### config.mk
export PLATFORM = sky130hd
export DESIGN_NAME = uart_tx_flat
export DESIGN_NICKNAME = d
export VERILOG_FILES = /design/src/rtl/uart_pkg.sv /design/src/rtl/uart_tx_if.sv /design/src/rtl/uart_baud_cnt.sv /design/src/rtl/uart_tx.sv /design/src/flat_wrapper.sv
export SDC_FILE = /design/constraint.sdc
export NUM_CORES = 1
export LEC_CHECK = 0
export ABC_AREA = 1
export CAP_MARGIN = 20
export CORE_UTILIZATION = 58
export CTS_CLUSTER_DIAMETER = 30
export DETAILED_ROUTE_END_ITERATION = 8
export PLACE_DENSITY = 0.83
export RECOVER_POWER = 50
export SYNTH_ARGS = -nofsm -noshare
export SYNTH_HDL_FRONTEND = slang
export SYNTH_SLANG_ARGS = --single-unit
### constraint.sdc
create_clock -name clk -period 2.9 [get_ports clk]
set_input_delay 0.435 -clock clk [delete_from_list [all_inputs] [get_ports clk]]
set_output_delay 0.435 -clock clk [all_outputs]
set_load 0.02 [all_outputs]
### src/rtl/uart_pkg.sv
// Shared UART definitions used by both the transmitter and the receiver.
//   uart_tx_state_t        : transmitter FSM state encoding
//   UART_CLKS_PER_BIT_DEF  : default clocks per serial bit (50 MHz / 115200)
package uart_pkg;

    typedef enum logic [2:0] {
        IDLE   = 3'd0,
        START  = 3'd1,
        DATA   = 3'd2,
        PARITY = 3'd3,
        STOP   = 3'd4
    } uart_tx_state_t;

    localparam int UART_CLKS_PER_BIT_DEF = 434;

endpackage

### src/rtl/uart_tx_if.sv
// Bus-side transmit handshake between the core control logic and uart_tx.
//   tx_start : request, sampled by the transmitter only while idle
//   tx_data  : word to send, captured on the edge that accepts tx_start
//   tx_busy  : frame in progress
//   tx_done  : one-cycle pulse when a frame's stop bit completes
// Handshake: the master raises tx_start (pulse or level) with tx_data valid;
// the word is taken at the first rising edge where the transmitter is idle.
// Requests while tx_busy is high are dropped, nothing is queued.
// Modports: master = core side, slave = transmitter.
interface uart_tx_if #(
    parameter int DATA_WIDTH = 8
);

    logic                  tx_start;
    logic [DATA_WIDTH-1:0] tx_data;
    logic                  tx_busy;
    logic                  tx_done;

    modport master (
        output tx_start,
        output tx_data,
        input  tx_busy,
        input  tx_done
    );

    modport slave (
        input  tx_start,
        input  tx_data,
        output tx_busy,
        output tx_done
    );

endinterface

### src/rtl/uart_baud_cnt.sv
// Modulo-CLKS_PER_BIT baud counter, shared by the UART transmitter and receiver.
//   clk      : system clock, rising edge
//   rst      : asynchronous active-low reset
//   clear    : synchronous clear, holds the count at 0
//   bit_tick : high during the last clock of each bit period
// bit_tick decodes the registered count only, so it carries no path from clear.
module uart_baud_cnt
    import uart_pkg::*;
#(
    parameter int CLKS_PER_BIT = UART_CLKS_PER_BIT_DEF
) (
    input  logic clk,
    input  logic rst,
    input  logic clear,
    output logic bit_tick
);

    localparam int CNT_W = $clog2(CLKS_PER_BIT);

    logic [CNT_W-1:0] count;

    assign bit_tick = (count == CNT_W'(CLKS_PER_BIT - 1));

    always_ff @(posedge clk or negedge rst) begin
        if (!rst) begin
            count <= '0;
        end else if (clear || bit_tick) begin
            count <= '0;
        end else begin
            count <= count + CNT_W'(1);
        end
    end

endmodule

### src/rtl/uart_tx.sv
// UART transmitter: serializes a captured word LSB-first as
// start(0), DATA_WIDTH data bits, [even parity], stop(1).
// Optional feature macro: UART_TX_PARITY_EN adds the even-parity bit.
//   clk   : system clock, rising edge
//   rst   : asynchronous active-low reset; aborts any frame in flight
//   bus   : uart_tx_if.slave (tx_start, tx_data, tx_busy, tx_done)
//   tx    : serial line, idles high
//   state : current FSM state (uart_tx_state_t encoding) for observation
// All outputs are registered; tx is loaded with the level of the bit the
// FSM is entering, so it changes on the same edge as the state.
module uart_tx
    import uart_pkg::*;
#(
    parameter int DATA_WIDTH   = 8,
    parameter int CLKS_PER_BIT = UART_CLKS_PER_BIT_DEF
) (
    input  logic       clk,
    input  logic       rst,
    uart_tx_if.slave   bus,
    output logic       tx,
    output logic [2:0] state
);

    localparam logic [2:0] S_IDLE   = IDLE;
    localparam logic [2:0] S_START  = START;
    localparam logic [2:0] S_DATA   = DATA;
`ifdef UART_TX_PARITY_EN
    localparam logic [2:0] S_PARITY = PARITY;
`endif
    localparam logic [2:0] S_STOP   = STOP;

    localparam int BIT_W = $clog2(DATA_WIDTH) + 1;

    logic [2:0]            state_q;
    logic [DATA_WIDTH-1:0] shift_q;
    logic [DATA_WIDTH-1:0] shift_next;
    logic [BIT_W-1:0]      bit_cnt;
    logic                  busy_q;
    logic                  done_q;
    logic                  bit_tick;
    logic                  last_bit;
`ifdef UART_TX_PARITY_EN
    // Parity is taken from the word at capture time, since the shift
    // register no longer holds it once data bits have gone out.
    logic                  parity_q;
`endif

    assign state       = state_q;
    assign bus.tx_busy = busy_q;
    assign bus.tx_done = done_q;

    assign shift_next = shift_q >> 1;
    assign last_bit   = (bit_cnt == BIT_W'(DATA_WIDTH - 1));

    // Counter is held at 0 while idle, so every frame starts on a fresh bit period.
    uart_baud_cnt #(
        .CLKS_PER_BIT(CLKS_PER_BIT)
    ) u_baud_cnt (
        .clk      (clk),
        .rst      (rst),
        .clear    (state_q == S_IDLE),
        .bit_tick (bit_tick)
    );

    always_ff @(posedge clk or negedge rst) begin
        if (!rst) begin
            state_q  <= S_IDLE;
            shift_q  <= '0;
            bit_cnt  <= '0;
            busy_q   <= 1'b0;
            done_q   <= 1'b0;
            tx       <= 1'b1;
`ifdef UART_TX_PARITY_EN
            parity_q <= 1'b0;
`endif
        end else begin
            done_q <= 1'b0;
            case (state_q)
                S_IDLE: begin
                    if (bus.tx_start) begin
                        shift_q  <= bus.tx_data;
                        bit_cnt  <= '0;
                        state_q  <= S_START;
                        busy_q   <= 1'b1;
                        tx       <= 1'b0;
`ifdef UART_TX_PARITY_EN
                        parity_q <= ^bus.tx_data;
`endif
                    end
                end
                S_START: begin
                    if (bit_tick) begin
                        state_q <= S_DATA;
                        tx      <= shift_q[0];
                    end
                end
                S_DATA: begin
                    if (bit_tick) begin
                        shift_q <= shift_next;
                        bit_cnt <= bit_cnt + BIT_W'(1);
                        if (last_bit) begin
`ifdef UART_TX_PARITY_EN
                            state_q <= S_PARITY;
                            tx      <= parity_q;
`else
                            state_q <= S_STOP;
                            tx      <= 1'b1;
`endif
                        end else begin
                            tx <= shift_next[0];
                        end
                    end
                end
`ifdef UART_TX_PARITY_EN
                S_PARITY: begin
                    if (bit_tick) begin
                        state_q <= S_STOP;
                        tx      <= 1'b1;
                    end
                end
`endif
                S_STOP: begin
                    if (bit_tick) begin
                        state_q <= S_IDLE;
                        busy_q  <= 1'b0;
                        done_q  <= 1'b1;
                    end
                end
                default: begin
                    state_q <= S_IDLE;
                    busy_q  <= 1'b0;
                    tx      <= 1'b1;
                end
            endcase
        end
    end

endmodule

### src/flat_wrapper.sv
// flat-port wrapper written by rule: the top's interface ports become plain ports
module uart_tx_flat import uart_pkg::*;
#(
    parameter int DATA_WIDTH   = 8,
    parameter int CLKS_PER_BIT = UART_CLKS_PER_BIT_DEF
)
  (clk, rst, tx, state, bus_tx_start, bus_tx_data, bus_tx_busy, bus_tx_done);
  uart_tx_if #(.DATA_WIDTH(DATA_WIDTH)) bus_i ();
  input  logic clk;
  input  logic rst;
  output logic tx;
  output logic [2:0] state;
  input wire logic [$bits(bus_i.tx_start)-1:0] bus_tx_start;
  input wire logic [$bits(bus_i.tx_data)-1:0] bus_tx_data;
  output wire logic [$bits(bus_i.tx_busy)-1:0] bus_tx_busy;
  output wire logic [$bits(bus_i.tx_done)-1:0] bus_tx_done;
  assign bus_i.tx_start = bus_tx_start;
  assign bus_i.tx_data = bus_tx_data;
  assign bus_tx_busy = bus_i.tx_busy;
  assign bus_tx_done = bus_i.tx_done;
  uart_tx #(.DATA_WIDTH(DATA_WIDTH), .CLKS_PER_BIT(CLKS_PER_BIT)) u_core (.clk(clk), .rst(rst), .bus(bus_i), .tx(tx), .state(state));
endmodule
; ---- Word level (Yosys, flattened, before mapping)
; Index checks and enable logic that the tools add are counted.
[totals]
output_inout_bits = 6
reg_bits = 27
in_bits = 11
[op_classes]
addsub = 2
n_eq_ne = 10
reduce_logical = 8
bitwise_logic = 2
mux = 23
[op_table]
columns = operator, n
row1 = $mux W8, 2
row2 = $pmux W8 S2, 1
row3 = $mux W3, 5
row4 = $pmux W3 S4, 1
row5 = $add A9 B1 Y9 const B, 1
row6 = $eq A9 B9 Y1 const B, 1
row7 = $mux W9, 1
row8 = $mux W1, 8
row9 = $mux W4, 2
row10 = $ne A2 B2 Y1 const B, 4
row11 = $pmux W4 S2, 1
row12 = $reduce_and A3 Y1, 2
row13 = $reduce_and A5 Y1, 1
row14 = $add A4 B1 Y4 const B, 1
row15 = $eq A4 B3 Y1 const B, 1
row16 = $pmux W1 S4, 1
row17 = $reduce_and A4 Y1, 1
row18 = $eq A3 B1 Y1 const B, 1
row19 = $eq A3 B2 Y1 const B, 1
row20 = $eq A3 B3 Y1 const B, 1
row21 = $logic_not A3 Y1, 1
row22 = $pmux W1 S3, 1
row23 = $ne A2 B1 Y1 const B, 1
row24 = $not A1 Y1, 2
row25 = other kinds (3), 3

; ---- Longest topological paths before layout
[depth]
word_depth = 4
mapped_depth = 10
depth_no_buf = 9

; ---- By module
; A second synthesis with hierarchy kept.
[hier_totals]
cells_unflattened = 188
hier_area_um2 = 1488.9
[by_module_without_submodules]
columns = module, instances, seq_area_each_um2, area_per_inst_um2, cells_per_inst
row1 = uart_tx, 1, 451.7, 985.9, 120
row2 = uart_baud_cnt, 1, 225.2, 503.0, 68

; ---- Least setup slack after synthesis
; Ideal clock, no wire load.
[synth_path]
path_type = register to register
from = register u_core.state_q[0], in the netlist u_core.state[0]
to = register u_core.shift_q[1]
slack_ns = 1.549
synth_period_minus_slack_ns = 1.351
required_ns = 2.784
arrival_ns = 1.234
path_stages_with_launch = 9
setup_ns = 0.116
path_cell_list = dfrtp_1 inv_1 nand3b_1 nand3_2 inv_4 nand2_4 buf_6 nand2_1 nand2_1
[synth_via]
elab_chain_cells = 3
[synth_rtl]
columns = item, line
row1 = from (decl), uart_tx.sv:34  ; logic [2:0] state_q;
row2 = from (signal assigned), uart_tx.sv:67  ; state_q <= S_IDLE;
row3 = from (signal assigned), uart_tx.sv:83  ; state_q <= S_START;
row4 = from (signal assigned), uart_tx.sv:93  ; state_q <= S_DATA;
row5 = $eq A3 B2 Y1 / $logic_not A3 Y1 (equally long branches), uart_tx.sv:78  ; case (state_q)
row6 = $ne A2 B2 Y1 (no line) / $reduce_bool A2 Y1 (equally long branches), -
row7 = $reduce_and A3 Y1 (no line), -
row8 = to (signal assigned), uart_tx.sv:81  ; shift_q <= bus.tx_data;
row9 = to (signal assigned), uart_tx.sv:99  ; shift_q <= shift_next;
row10 = to (decl), uart_tx.sv:35  ; logic [DATA_WIDTH-1:0] shift_q;
; Parallel ways exist; a longest one is shown, timed or not.
; A chain may end at the register's enable or synchronous reset.

; ---- Worst setup path after layout
[layout_path]
from = register u_core.tx
to = output port tx
[layout_rtl]
columns = item, line
row1 = from (decl), uart_tx.sv:20  ; output logic tx,
row2 = from (signal assigned), uart_tx.sv:94  ; tx <= shift_q[0];
row3 = from (signal assigned), uart_tx.sv:110  ; tx <= shift_next[0];
row4 = to (decl), flat_wrapper.sv:11  ; output logic tx;
; No word-level cell between the ends.

==> reports/metrics.yaml <==
p_leak_uw: 0.000821
grt_pass1_wl_mm: 4.61
design_area_um2: 1600
stdcell_count: 226
h-tree-depth: 1
clock-sinks: 27
synthToLayoutAreaGrowth_pct: 13.2
crit_type: "reg -> out"
p_int_uw: 796
place_congestion: 0.803
vias_per_cell: 5.32
final_nets: 213
finalSetupTns_ns: 0
hp-start: "u_core.shift_q[0]"
pwr-share-comb_pct: 48.2
synth_area_per_cell_um2: 7.82
overflow: 0
cts_made_buffers: 3
power_frac_clock_pct: 11.7
die-area_um2: 2640
track_usage_pct: 23.7
switching_power_uw: 658
finalCriticalPeriod_ns: 1.93
diodes: 0
ir_worst_vdd_v: 0.000560
synth_seq_area_share_pct: 47.8
place_area_um2: 1580
cpLargestDelayFamily: "buffers and inverters"
post-cts-setup-buffers: 0
vias: 1203
cts_root_buf: "clkbuf_4"
drv_slew: 0
critical_path.max_stage_delay_ns: 0.60
initial_utilization_pct: 62.8
synthDistinctLibCells: 27
dp_hpwl_mm: 1.94
crit_slowest_cell: "clkdlybuf4s50_1"
clockBufferDepth: 2
power_uw: 1450
skew_ns: 0.00775
grt_pass1_vias: 1097
crit_buf_inv: 1
rows: 17
ioPinCount: 17
synthCells: 181
setup_viol: 0
reg2reg_from: "u_core.u_baud_cnt.count[1]"
async_flop_share_pct: 100
dp_slack_ns: 1.11
clk_pin_slew_ns: 0.15
die-width_um: 51.4
routedWlPerCell_um: 11.5
dpl.cell_count: 222
crit_chain: "clkdlybuf4s50_1"
p_per_area_nw_per_um2: 908
timing.final.ws_setup_ns: 0.973
rsz0062_at_grt: "false"
hold_class: "reg -> reg"
tightestPinTransition_ns: 1.39
die-height_um: 51.4
drtIter0Drc: 35
synth_nets: 195
status: "completed"
port_buffers: 16
antenna_found_initial: 0
postRouteAntennaNets: 0
tritoncts: "yes"
cp-end-kind: "output pin"
switching_share_pct: 45.2
drv_cap: 0
min_period_over_period_pct: 66.4
crit_start: "u_core.tx"
pwr-share-seq_pct: 40.1
worstPathArrival_ns: 1.49
synth-edff-count: 0
clkLatencyLatePin_ns: 0.33
cts_hold_buf: 0
slew_headroom_pct: 7.43
netlist_area_um2: 1420
coreArea_um2: 2250
hold_violations: 0
crit_path_max_fanout: 2
yosys_warnings: 0
grt_start_max_net_pins: 28
worstPathRequired_ns: 2.47
synth-seq-cells: 27
first_pass_iters: 4
route.detailed.drc: 0
routed_wl_mm: 2.60
drive_above_1_share_pct: 7.58
timing.fmax_mhz: 519
startpoint_type: "flip-flop"
synthFlopType: "dfrtp_1"
cts_resized: 0
layer usage:
metal / up-vias / global-route usage, % / share of wire, %
met5: - / 0 / 0
met4: 0 / 9.01 / 1.7
met3: 5 / 3.57 / 5.1
met2: 38 / 39.4 / 47
met1: 555 / 31.2 / 46
li1: 605 / - / -
cell usage after synthesis (2+ instances only):
library cell | instances | area share, %
a21oi_1 | 5 | 1.8
nand2_1 | 68 | 18
nand4_1 | 2 | 0.88
nor2_1 | 17 | 4.5
o21ai_0 | 4 | 1.4
nand3_1 | 17 | 6.0
ha_1 | 3 | 2.7
nand3b_1 | 2 | 1.1
nor3_1 | 3 | 1.1
o21ai_2 | 3 | 1.9
nand2_2 | 2 | 0.88
inv_1 | 13 | 3.4
dfrtp_1 | 26 | 46
buf_4 | 2 | 1.1
buf_6 | 2 | 1.6
power by group through the flow:
| stage | registers, uW | logic, uW | clock network, uW |
|---|---|---|---|
| 2_1_floorplan | 608 | 532 | 0 |
| 3_3_place_gp | 582 | 681 | 0 |
| 3_5_place_dp | 592 | 707 | 0 |
| 4_1_cts | 583 | 710 | 173 |
| 5_1_grt | 598 | 804 | 184 |
| 6_report | 583 | 701 | 170 |
cell usage in the layout (no fill, tap or decap):
| master | count |
|---|---|
| o21ai_1 | 1 |
| dlygate4sd3_1 | 1 |
| inv_1 | 13 |
| nand2_4 | 1 |
| nand3b_1 | 2 |
| clkinvlp_4 | 1 |
| dfrtp_1 | 26 |
| nor3_1 | 3 |
| dfstp_2 | 1 |
| or2_0 | 1 |
| a21boi_2 | 1 |
| or2_2 | 1 |
| inv_2 | 1 |
| nor2_1 | 17 |
| clkbuf_4 | 3 |
| a21oi_1 | 5 |
| xor2_1 | 1 |
| clkbuf_1 | 1 |
| nand3_1 | 17 |
| nand4_1 | 2 |
| o21ai_2 | 3 |
| xnor2_1 | 1 |
| nand3_2 | 1 |
| nand2_1 | 70 |
| ha_1 | 3 |
| clkdlybuf4s50_1 | 15 |
| o21ai_0 | 4 |
| nor2_2 | 1 |
| inv_4 | 1 |
final timing paths:
| check | endpoint | slack [ns] | cells after the start |
|---|---|---|---|
| hold / removal | u_core.shift_q[0] | 0.49 | 2 |
| min in group asynchronous | u_core.u_baud_cnt.count[8] | 0.92 | 2 |
| setup reg to reg | u_core.bit_cnt[0] | 1.02 | 9 |
| max in group asynchronous | u_core.bit_cnt[2] | 1.16 | 2 |
| hold reg to reg | u_core.shift_q[0] | 0.49 | 2 |
| setup / recovery | tx | 0.97 | 1 |
through the flow:
stage               hold WS [ns]  util [%]
CTS                        0.456      71.4
floorplan                  0.139         -
global placement           0.455      70.1
detailed placement         0.463      70.1
finish                     0.490      71.0
global route               0.511      71.0
kinds of logic (layout without fill, tap and decap cells):
logic type / Yosys count / after routing / synth area share (%)
xor+xnor: 2 / 2 / 1.24
flops: 27 / 27 / 47.8
compound gates: 14 / 14 / 6.19
fa+ha+maj: 3 / 3 / 2.65
simple gates: 116 / 116 / 35.3
buf+inv: 19 / 36 / 6.81
worst min-delay path, cell delays in order (launching register included):
cell and delay (ns):
dfrtp_1 0.37, nand2_1 0.05, nand2_1 0.04
registers in the layout, indices dropped and copies added (netlist names):
register,cells
u_core.bit_cnt,4
u_core.bus.tx_busy,1
u_core.bus.tx_done,1
u_core.shift_q,8
u_core.state,3
u_core.tx,1
u_core.u_baud_cnt.count,9
layout make-up:
| type | count | area (um^2) |
|---|---|---|
| clock buffer | 3 | 22.5 |
| timing repair buffer | 17 | 164 |
| fill | 198 | 653 |
| sequential | 27 | 677 |
| multi-input combinational | 135 | 637 |
| tap | 28 | 35.0 |
| clock inverter | 1 | 7.51 |
| inverter | 15 | 58.8 |
(Power assumes the default switching activity.)
